==> src/rtl/fir_pkg.sv <==
// Shared definitions for the FIR sequencing controller: state encoding,
// default tap count and the address-width helper.
package fir_pkg;

  localparam int unsigned NUM_COEF = 17;

  typedef enum logic [1:0] {
    S_IDLE  = 2'd0,
    S_RUN   = 2'd1,
    S_FLUSH = 2'd2,
    S_DONE  = 2'd3
  } state_e;

  // Ceiling log2; a single-entry range still gets a 1-bit address.
  function automatic int unsigned fir_log2(input int unsigned n);
    int unsigned r;
    r = 1;
    for (int unsigned i = 1; i < 32; i++) begin
      if ((32'd1 << i) < n) r = i + 1;
    end
    return r;
  endfunction

endpackage

==> src/rtl/modn_ptr.sv <==
// Mod-N incrementing counter with synchronous clear and count enable.
module modn_ptr #(
  parameter int unsigned N = 17,
  parameter int unsigned W = 5
) (
  input  logic         clk,
  input  logic         rst_n,
  input  logic         clr_i,
  input  logic         en_i,
  output logic [W-1:0] cnt_o
);

  logic [W-1:0] cnt_q, cnt_d;

  always_comb begin
    cnt_d = cnt_q;
    if (clr_i) begin
      cnt_d = '0;
    end else if (en_i) begin
      cnt_d = (cnt_q == W'(N - 1)) ? '0 : cnt_q + 1'b1;
    end
  end

  always_ff @(posedge clk or negedge rst_n) begin
    if (!rst_n) cnt_q <= '0;
    else        cnt_q <= cnt_d;
  end

  assign cnt_o = cnt_q;

endmodule

==> src/rtl/fir_seq_ctrl.sv <==
// Sequencer for a single-MAC FIR: accepts one sample, walks all taps through
// the external ROM/sample buffer, then pulses out_valid.
module fir_seq_ctrl
  import fir_pkg::*;
#(
  parameter int unsigned Num_coef = NUM_COEF,
  parameter int unsigned AW       = fir_log2(Num_coef)
) (
  input  logic          clk,
  input  logic          rst_n,
  input  logic          sample_valid,
  input  logic          ovr_clr,
  output logic          ready,
  output logic          smp_wr_en,
  output logic [AW-1:0] smp_wr_addr,
  output logic [AW-1:0] smp_rd_addr,
  output logic [AW-1:0] coef_addr,
  output logic          mac_clr,
  output logic          mac_en,
  output logic          out_valid,
  output logic          overrun
);

  state_e        state_q, state_d;
  logic [AW-1:0] newest_q, newest_d;
  logic [AW-1:0] wr_ptr, k;
  logic          accept, drop, in_run, k_last;
  logic          mac_en_q, mac_clr_q, out_valid_q, overrun_q;
  logic [AW:0]   rd_wrapped;

  // ready is gated by rst_n so every 1-bit output reads 0 while in reset.
  assign ready     = (state_q == S_IDLE) && rst_n;
  assign accept    = sample_valid && ready;
  assign drop      = sample_valid && !ready && rst_n;
  assign in_run    = (state_q == S_RUN);
  assign k_last    = (k == AW'(Num_coef - 1));
  assign smp_wr_en = accept;
  assign smp_wr_addr = wr_ptr;

  modn_ptr #(.N(Num_coef), .W(AW)) u_wr_ptr (
    .clk   (clk),
    .rst_n (rst_n),
    .clr_i (1'b0),
    .en_i  (accept),
    .cnt_o (wr_ptr)
  );

  modn_ptr #(.N(Num_coef), .W(AW)) u_tap (
    .clk   (clk),
    .rst_n (rst_n),
    .clr_i (accept),
    .en_i  (in_run),
    .cnt_o (k)
  );

  // (newest - k) mod N without relying on power-of-two wrap.
  assign rd_wrapped = {1'b0, newest_q} + (AW+1)'(Num_coef) - {1'b0, k};

  always_comb begin
    coef_addr   = '0;
    smp_rd_addr = '0;
    if (in_run) begin
      coef_addr   = k;
      smp_rd_addr = (newest_q >= k) ? (newest_q - k) : rd_wrapped[AW-1:0];
    end
  end

  always_comb begin
    state_d  = state_q;
    newest_d = newest_q;
    case (state_q)
      S_IDLE: begin
        if (accept) begin
          state_d  = S_RUN;
          newest_d = wr_ptr;
        end
      end
      S_RUN:   if (k_last) state_d = S_FLUSH;
      S_FLUSH: state_d = S_DONE;
      S_DONE:  state_d = S_IDLE;
      default: state_d = S_IDLE;
    endcase
  end

  always_ff @(posedge clk or negedge rst_n) begin
    if (!rst_n) begin
      state_q     <= S_IDLE;
      newest_q    <= '0;
      mac_en_q    <= 1'b0;
      mac_clr_q   <= 1'b0;
      out_valid_q <= 1'b0;
      overrun_q   <= 1'b0;
    end else begin
      state_q     <= state_d;
      newest_q    <= newest_d;
      mac_en_q    <= in_run;
      mac_clr_q   <= in_run && (k == '0);
      out_valid_q <= (state_q == S_FLUSH);
      overrun_q   <= drop || (overrun_q && !ovr_clr);
    end
  end

  assign mac_en    = mac_en_q;
  assign mac_clr   = mac_clr_q;
  assign out_valid = out_valid_q;
  assign overrun   = overrun_q;

endmodule

==> config.mk <==
export PLATFORM = sky130hd
export DESIGN_NAME = fir_seq_ctrl
export DESIGN_NICKNAME = d
export VERILOG_FILES = /design/src/rtl/fir_pkg.sv /design/src/rtl/modn_ptr.sv /design/src/rtl/fir_seq_ctrl.sv
export SDC_FILE = /design/constraint.sdc
export NUM_CORES = 1
export LEC_CHECK = 0
export CAP_MARGIN = 10
export CORE_ASPECT_RATIO = 1.1
export CORE_UTILIZATION = 47
export CTS_CLUSTER_DIAMETER = 150
export DETAILED_ROUTE_END_ITERATION = 8
export GPL_ROUTABILITY_DRIVEN = 0
export PLACE_DENSITY = 0.8
export SETUP_SLACK_MARGIN = 0.1
export SLEW_MARGIN = 30
export SYNTH_ARGS = -nofsm -noshare
export SYNTH_HDL_FRONTEND = slang
export SYNTH_SLANG_ARGS = --single-unit
==> constraint.sdc <==
create_clock -name clk -period 2.6 [get_ports clk]
set_clock_uncertainty 0.15 [all_clocks]
set_input_delay 0.52 -clock clk [delete_from_list [all_inputs] [get_ports clk]]
set_output_delay 0.52 -clock clk [all_outputs]
set_load 0.05 [all_outputs]
==> results.md, run 1 <==
- The flow ran to the end, but the final reports show violations.
- The checks that failed: setup timing.
- In this run the core area contains 20 standard-cell rows.
- The clock reaches the later pin of the worst-skew pair after 0.30 ns.
- The cell area that synthesis handed to floorplanning was 0.00146 sq mm.
- Of all nets on the critical path, the largest fanout is 4.
- 25 I/O pins were placed.
- Final hold analysis gives a worst-case slack of 0.404 ns.
- The placed cell count is 227.
- The leading register cell type out of synthesis is dfrtp_1.
- The TritonCTS clock tree is built.
- The clock transition at the registers of the reported paths is 0.10 ns.
- The share of synthesized registers carrying an async set or reset is 100%.
- The data required time at the worst endpoint is 1.93 ns.
- Prior to clock tree synthesis, the placed netlist has a worst setup slack of -0.193 ns.
- Once routing completed, OpenROAD measured the worst setup slack at -0.477 ns.
- Subtracting the final worst setup slack from the clock period gives 3.08 ns.
- The count of buffers from port buffering is 24.
- The Yosys step of the flow raised 0 warnings.
- CTS built an H-tree with a depth of 1.
- The total CTS buffers is 3.
- The maximum operating frequency is 0.325 GHz.
- The routed layout has 1,303 vias.
- The first-pass iteration count of the detailed router is 4.
- In the final layout, the share of cells above drive strength 1 is 34.7%.
- The root buffer cell chosen for the clock tree is clkbuf_4.
- Summing all non-filler instances in the final layout gives an area of 0.00218 sq mm.
- The area of the multi-input gates is 0.00101 sq mm.
- Entering global routing, the biggest net connects 19 pins.
- From synthesis to final layout, the design area changed by 49.3%.
- The number of max-cap violations is 0.
- Setup repair after global routing could not meet its margin everywhere.
- The synthesized netlist cell count is 155.
- The worst path uses 118% of the clock period.
- For this run, the register share of the synthesized area comes to 36.0%.
- In this run the vertical extent of the chip is 60.4 um.
- Setup violations remaining at the end of the flow were counted as 5.
- After detailed routing, the average wire length per cell comes to 15.9 um.
- Global routing used 24.4% of the available tracks.
- The number of antenna violations at the first check in global routing was 0.
- The startpoint identified for the worst register-to-register timing path is state_q[1].
- The startpoint of the most critical hold path is overrun.
- The kind of critical path is flop to output port.
- In this run the standard cell core region covers 0.00285 sq mm.
- The leading cell type in the layout, fill and taps excluded is buf_4.
- In this run, synthesis inferred 0 flip-flops with an integrated enable.
- The number of hold violations in the final report is 0.
- Dividing the detail-routed via count by the number of cells gives 5.54.
- Counting every net in the synthesized netlist gives 180.
- In this run the worst hold path is classified as flop to flop.
- For this design, the sink count on the clock tree is 21.
- The effective utilization at floorplan is 51.1%.
- The total wirelength of the detailed-routed design is 3730 um.
- Once placement finished, the instance area stood at 0.00203 sq mm.
- In the final layout, flip-flops and latches occupy 526 sq um.
- At the pin with the least slew margin, the transition time is 0.498 ns.
- The first global-routing pass estimated 5820 um of wire.
- The die footprint is 0.00333 sq mm.
- The iteration-0 DRC count of the detailed router is 25.
- The kind of capture point of the worst setup path is an output port.
- The top cell types in the final layout, fill and taps aside, are buf_4, dfrtp_1, nand2_1, ha_1.
- The finished layout holds 235 standard cells, fillers aside.
- The data arrival time at the worst-slack endpoint is 2.41 ns.
- The remaining global-route overflow is 0.
- The maximum count of clock buffers along a single path is 2.
- The number of diodes added for antenna fixing is 0.
- In the routed design, unresolved DRC markers number 0.
- The type of origin of the critical path is a flop.
- Counting flops and latches in the post-synthesis netlist gives 21.
- The count of cell types in the netlist is 41.
- The detailed placement HPWL is 2830 um.
- The filler cells instantiated in the layout total 179.
- The count of final max-slew check failures was 0.
- The post-route antenna net violation count is 0.
- The horizontal die dimension is 55.1 um.
- Measured against its own limit, the worst slew margin works out to 66.7%.
- The net count of the finished layout is 228.
- The first element of the critical path is u_tap.cnt_o[2].
- The via count of the first global-routing pass came to 1,334.
- After synthesis, the mean cell area works out to 9.41 sq um.
[synth_stat cells (3+ instances only)]
library cell / number / area (sq um)
a21oi_1: 8 / 40.0
a31oi_1: 3 / 18.8
and2_1: 5 / 31.3
dfrtp_1: 21 / 526
fa_1: 3 / 60.1
ha_1: 18 / 225
inv_1: 17 / 63.8
mux2i_1: 3 / 30.0
nand2_1: 15 / 56.3
nand3_1: 5 / 25.0
nor2_1: 9 / 33.8
nor3_1: 6 / 30.0
o21ai_1: 5 / 25.0
xnor2_1: 6 / 52.6
[kinds of logic (layout without fill, tap and decap cells)]
| family | Yosys count | after routing | synth area share, % |
|---|---|---|---|
| muxes | 5 | 5 | 3.60 |
| and+or+nand+nor | 50 | 50 | 17.4 |
| adders and majority gates | 21 | 21 | 19.6 |
| xor gates and xnor gates | 6 | 6 | 3.60 |
| buffers and inverters | 21 | 68 | 5.92 |
| AOI/OAI and AO/OA | 31 | 31 | 13.9 |
| DFF | 21 | 21 | 36.0 |
[final timing paths]
kind	endpoint	slack (ns)	depth (start not counted)
worst max register to register	state_q[1]	0.55	7
worst min-delay path	overrun	0.40	2
worst min register to register	overrun	0.40	2
max in group asynchronous	newest_q[2]	1.61	2
worst max-delay path	smp_rd_addr[4]	-0.48	8
min in group asynchronous	overrun	0.47	2
[cell type report]
class	instances	area share, %
Timing Repair Buffer	46	23.1
Tap cell	33	1.90
Inverter	18	3.10
Clock buffer	4	1.21
Sequential cell	21	24.1
Multi-Input combinational cell	113	46.5
[state kept, by name (all words and copies together), names as in the netlist]
| name | cells |
|---|---|
| mac_clr | 1 |
| mac_en | 1 |
| newest_q | 5 |
| out_valid | 1 |
| overrun | 1 |
| state_q | 2 |
| u_tap.cnt_o | 5 |
| u_wr_ptr.cnt_o | 5 |
[repair_timing]
item / in CTS / in global routing
gates cloned: 0 / 0
setup endpoints to repair: 7 / 8
gates resized for setup: 10 / 12
buffers inserted: 2 / 2
pin swaps: 3 / 4
hold buffers: 0 / 0
[layer usage]
layer  wire, um  part of all wire [%]  global-route usage, %
met1       1460                    39                   26.5
met2       2140                    57                   47.7
met3         89                   2.4                   2.51
met4         38                   1.0                   8.21
met5          0                     0                      0
[per-stage QoR]
step                      setup TNS, ns  util (%)
after floorplan                  -0.204         -
after global placement           -0.276      71.2
after detailed placement         -0.552      71.2
after CTS                         -1.63      74.1
after global routing              -2.11      76.4
final                             -1.71      76.4
[critical path: stages (launching register included)]
cell and delay [ns]:
dfrtp_1 0.40, inv_2 0.08, ha_4 0.13, fa_2 0.46
and2_4 0.15, a221o_1 0.29, or2_0 0.20, a32o_2 0.26
buf_12 0.15
Power of run 1 is not shown: default switching activity piles up to over one toggle a cycle in this logic, so the estimate is an artifact.
==> run 2, diff against run 1 <==
CELL_PAD_IN_SITES_DETAIL_PLACEMENT = 1   (was not set)
CELL_PAD_IN_SITES_GLOBAL_PLACEMENT = 2   (was not set)
CORE_UTILIZATION = 29   (was 47)
SETUP_SLACK_MARGIN = 0.15   (was 0.1)
==> run 2 against run 1 <==
  * First-iteration DRC count up 16%
  * Global-route usage shrank 8.3 points
  * Sequential share of layout area is 0.37 points lower
  * The flow still finishes with violations (setup timing)
  * Critical path depth unchanged
  * Cell count is 11% higher
  * Critical path type unchanged
  * Worst setup slack better by 0.0034 ns
  * Design area is 1.6% higher
  * Worst hold slack lost 0.0049 ns
  * Fmax rose by 0.11%
  * Critical endpoint unchanged
  * Non-clock buffer count rose by 2
  * Highest routed layer unchanged
==> results.md, run 2 (synthesized netlist as in run 1, its figures left out) <==
- The flow ran to the end, but the final reports show violations.
- The checks that failed: setup timing.
- The clock transition at the registers of the reported paths is 0.07 ns (-0.03 ns).
- The count of unresolved DRC violations after routing is 0 (unchanged).
- The iteration-0 DRC count of the detailed router was 29 (+16%).
- The number of diodes added for antenna fixing is 0 (unchanged).
- The critical path's top delay family is adder cells.
- The least setup slack across all paths after layout is -0.474 ns (+0.00343 ns).
- The non-filler instance count after layout was 260 (+11%).
- On the critical path, the stage with the largest delay is an instance of fa_1.
- The final count of negative-setup-slack endpoints came to 5 (unchanged).
- The data arrival time at the worst-slack endpoint is 2.40 ns (about the same).
- The register-to-register path setup slack is 0.50 ns (-0.05 ns).
- The number of fill cells in the layout was 547 (+210%).
- The leading cell type in the layout, fill and taps excluded is buf_4.
- The placed cell count was 252 (+11%).
- The routed wire length per instance was 15.3 um (-3.3%).
- In this run the clock root is driven by a clkbuf_8.
- The largest fanout on the critical path was 3 (-1).
- The remaining global-route overflow came to 0 (unchanged).
- The post-route antenna net violation count was 0 (unchanged).
- The net count reported at finish is 230 (+0.88%).
- The layout cell share with drive strength beyond 1 is 31.9% (-2.8 points).
- The number of hold violations in the final report came to 0 (unchanged).
- The worst hold-check path type is flop to flop.
- The maximum operating frequency is 0.325 GHz (+0.11%).
- The via count is 1,311 (+0.61%).
- The first-pass iteration count of the detailed router is 4 (unchanged).
- The setup path with the least slack is of type flop to output port.
- Setup repair after global routing could not meet its margin everywhere.
- The die footprint is 0.00532 sq mm (+60%).
- The via density per instance is 5.04 (-9.1%).
- The effective utilization at floorplan is 30.7% (-20 points).
- The number of stages on the worst setup path came to 8 (unchanged).
- The buffering stage count on the worst path with inverters included is 2 (unchanged).
- The number of antenna violations at the first check in global routing was 0 (unchanged).
- The total CTS buffers is 3 (unchanged).
- The number of clock sinks came to 21 (unchanged).
- The data required time at the worst endpoint is 1.93 ns (about the same).
- The global routing usage summed across all routing layers is 16.2% (-8.3 points).
- The count of cells along the worst register-to-register path is 7 (unchanged).
- The longest individual stage delay on the worst path is 0.48 ns (+0.02 ns).
- The number of I/O pins is 25 (unchanged).
- The maximum count of clock buffers along a single path is 2 (unchanged).
- The worst-case setup slack after placement was -0.224 ns (-0.0312 ns).
- The TritonCTS clock tree is built.
- The count of cells along the worst hold path came to 1 (-1).
- The worst-skew pair later-pin latency was 0.26 ns (-0.04 ns).
- The time the final worst path needs with I/O delays and setup is 3.07 ns (-0.00343 ns).
- The site row count was 26 (+30%).
- The transition time of the tightest slew-check pin was 0.504 ns (+0.00646 ns).
- The area added between synthesis and finish is 51.6%.
- The detailed placement HPWL is 3260 um (+15%).
- The pin count of the biggest net entering global routing is 19 (unchanged).
- The count of buffers from port buffering is 24 (unchanged).
- The library cells used most frequently in the layout, excluding fill and tap cells, are buf_4, dfrtp_1, ha_1, inv_1, nand2_1.
- The count of hold-fix buffers inserted at cts is 0 (unchanged).
- The via count of the first global-routing pass was 1,474 (+10%).
- The number of max-cap violations is 0 (unchanged).
- The worst setup path is captured at an output port.
- The final worst-path cycle share is 118% (-0.13 points).
- The horizontal die dimension is 69.6 um (+26%).
- The H-tree level count is 1 (unchanged).
- The total wirelength of the detailed-routed design is 3990 um (+6.9%).
- The type of origin of the critical path is a flop.
- The worst max-slew margin expressed relative to the limit is 66.3% (-0.43 points).
- The placeable core region was 0.00475 sq mm (+66%).
- The global-route wire length before repair came to 6960 um (+20%).
- The vertical extent of the die was 76.4 um (+26%).
- Traced cell by cell, the critical path runs through inv_2 -> ha_4 -> fa_1 -> and2_1 -> a221o_1 -> or2_0 -> a32o_2 -> buf_12.
- The count of final max-slew check failures is 0 (unchanged).
-- run 2: changes by cell type in the layout (fill, tap and decap cells not counted), sizes merged --
cell and delta:
buf +2
-- run 2: routing by layer --
metal	share of wire, %	up-vias	global-route usage, %	wire length [um]
met2	56	23	30.7	2220
li1	-	630	-	-
met4	0.68	0	5.00	27
met1	41	654	19.0	1650
met3	2.3	4	1.46	91
met5	0	-	0	0
-- run 2: area by class of cell --
| class | count | area (sq um) | share of cell area, % |
|---|---|---|---|
| inverter | 18 | 67.6 | 3.05 |
| clock buffer | 4 | 45.0 | 2.04 |
| multi-input combinational | 113 | 985 | 44.5 |
| sequential | 21 | 526 | 23.8 |
| tap | 56 | 70.1 | 3.17 |
| timing repair buffer | 48 | 519 | 23.5 |
-- run 2: repair_timing --
action,CTS,global route
gates resized for setup,11,3
endpoints found under the setup margin,5,5
buffers inserted,3,1
pin swaps,3,0
-- run 2: path summary, 6_finish.rpt --
path,startpoint,end
max,u_tap.cnt_o[2],smp_rd_addr[4]
min,state_q[1],state_q[1]
max reg2reg,state_q[1],state_q[1]
min reg2reg,state_q[1],state_q[1]
max in group asynchronous,rst_n,newest_q[4]
min in group asynchronous,rst_n,out_valid
-- run 2: worst register-to-register path, stage by stage, from the launching register on --
cell     delay [ns]
dfrtp_1        0.37
inv_1          0.08
ha_1           0.19
inv_1          0.14
buf_4          0.27
a41oi_1        0.12
a21oi_1        0.29
mux2_2         0.37
-- run 2: stage by stage --
stage | instance area (sq um) | TNS [ns] | utilization, % | hold WS, ns
floorplan | 1540 | -0.217 | - | 0.0744
global placement | 2080 | -0.449 | 43.8 | 0.372
detailed placement | 2080 | -0.894 | 43.8 | 0.389
CTS | 2190 | -1.49 | 46.2 | 0.407
global route | 2210 | -1.97 | 46.6 | 0.418
finish | 2210 | -1.39 | 46.6 | 0.400
Power of run 2 is left out for the same reason.
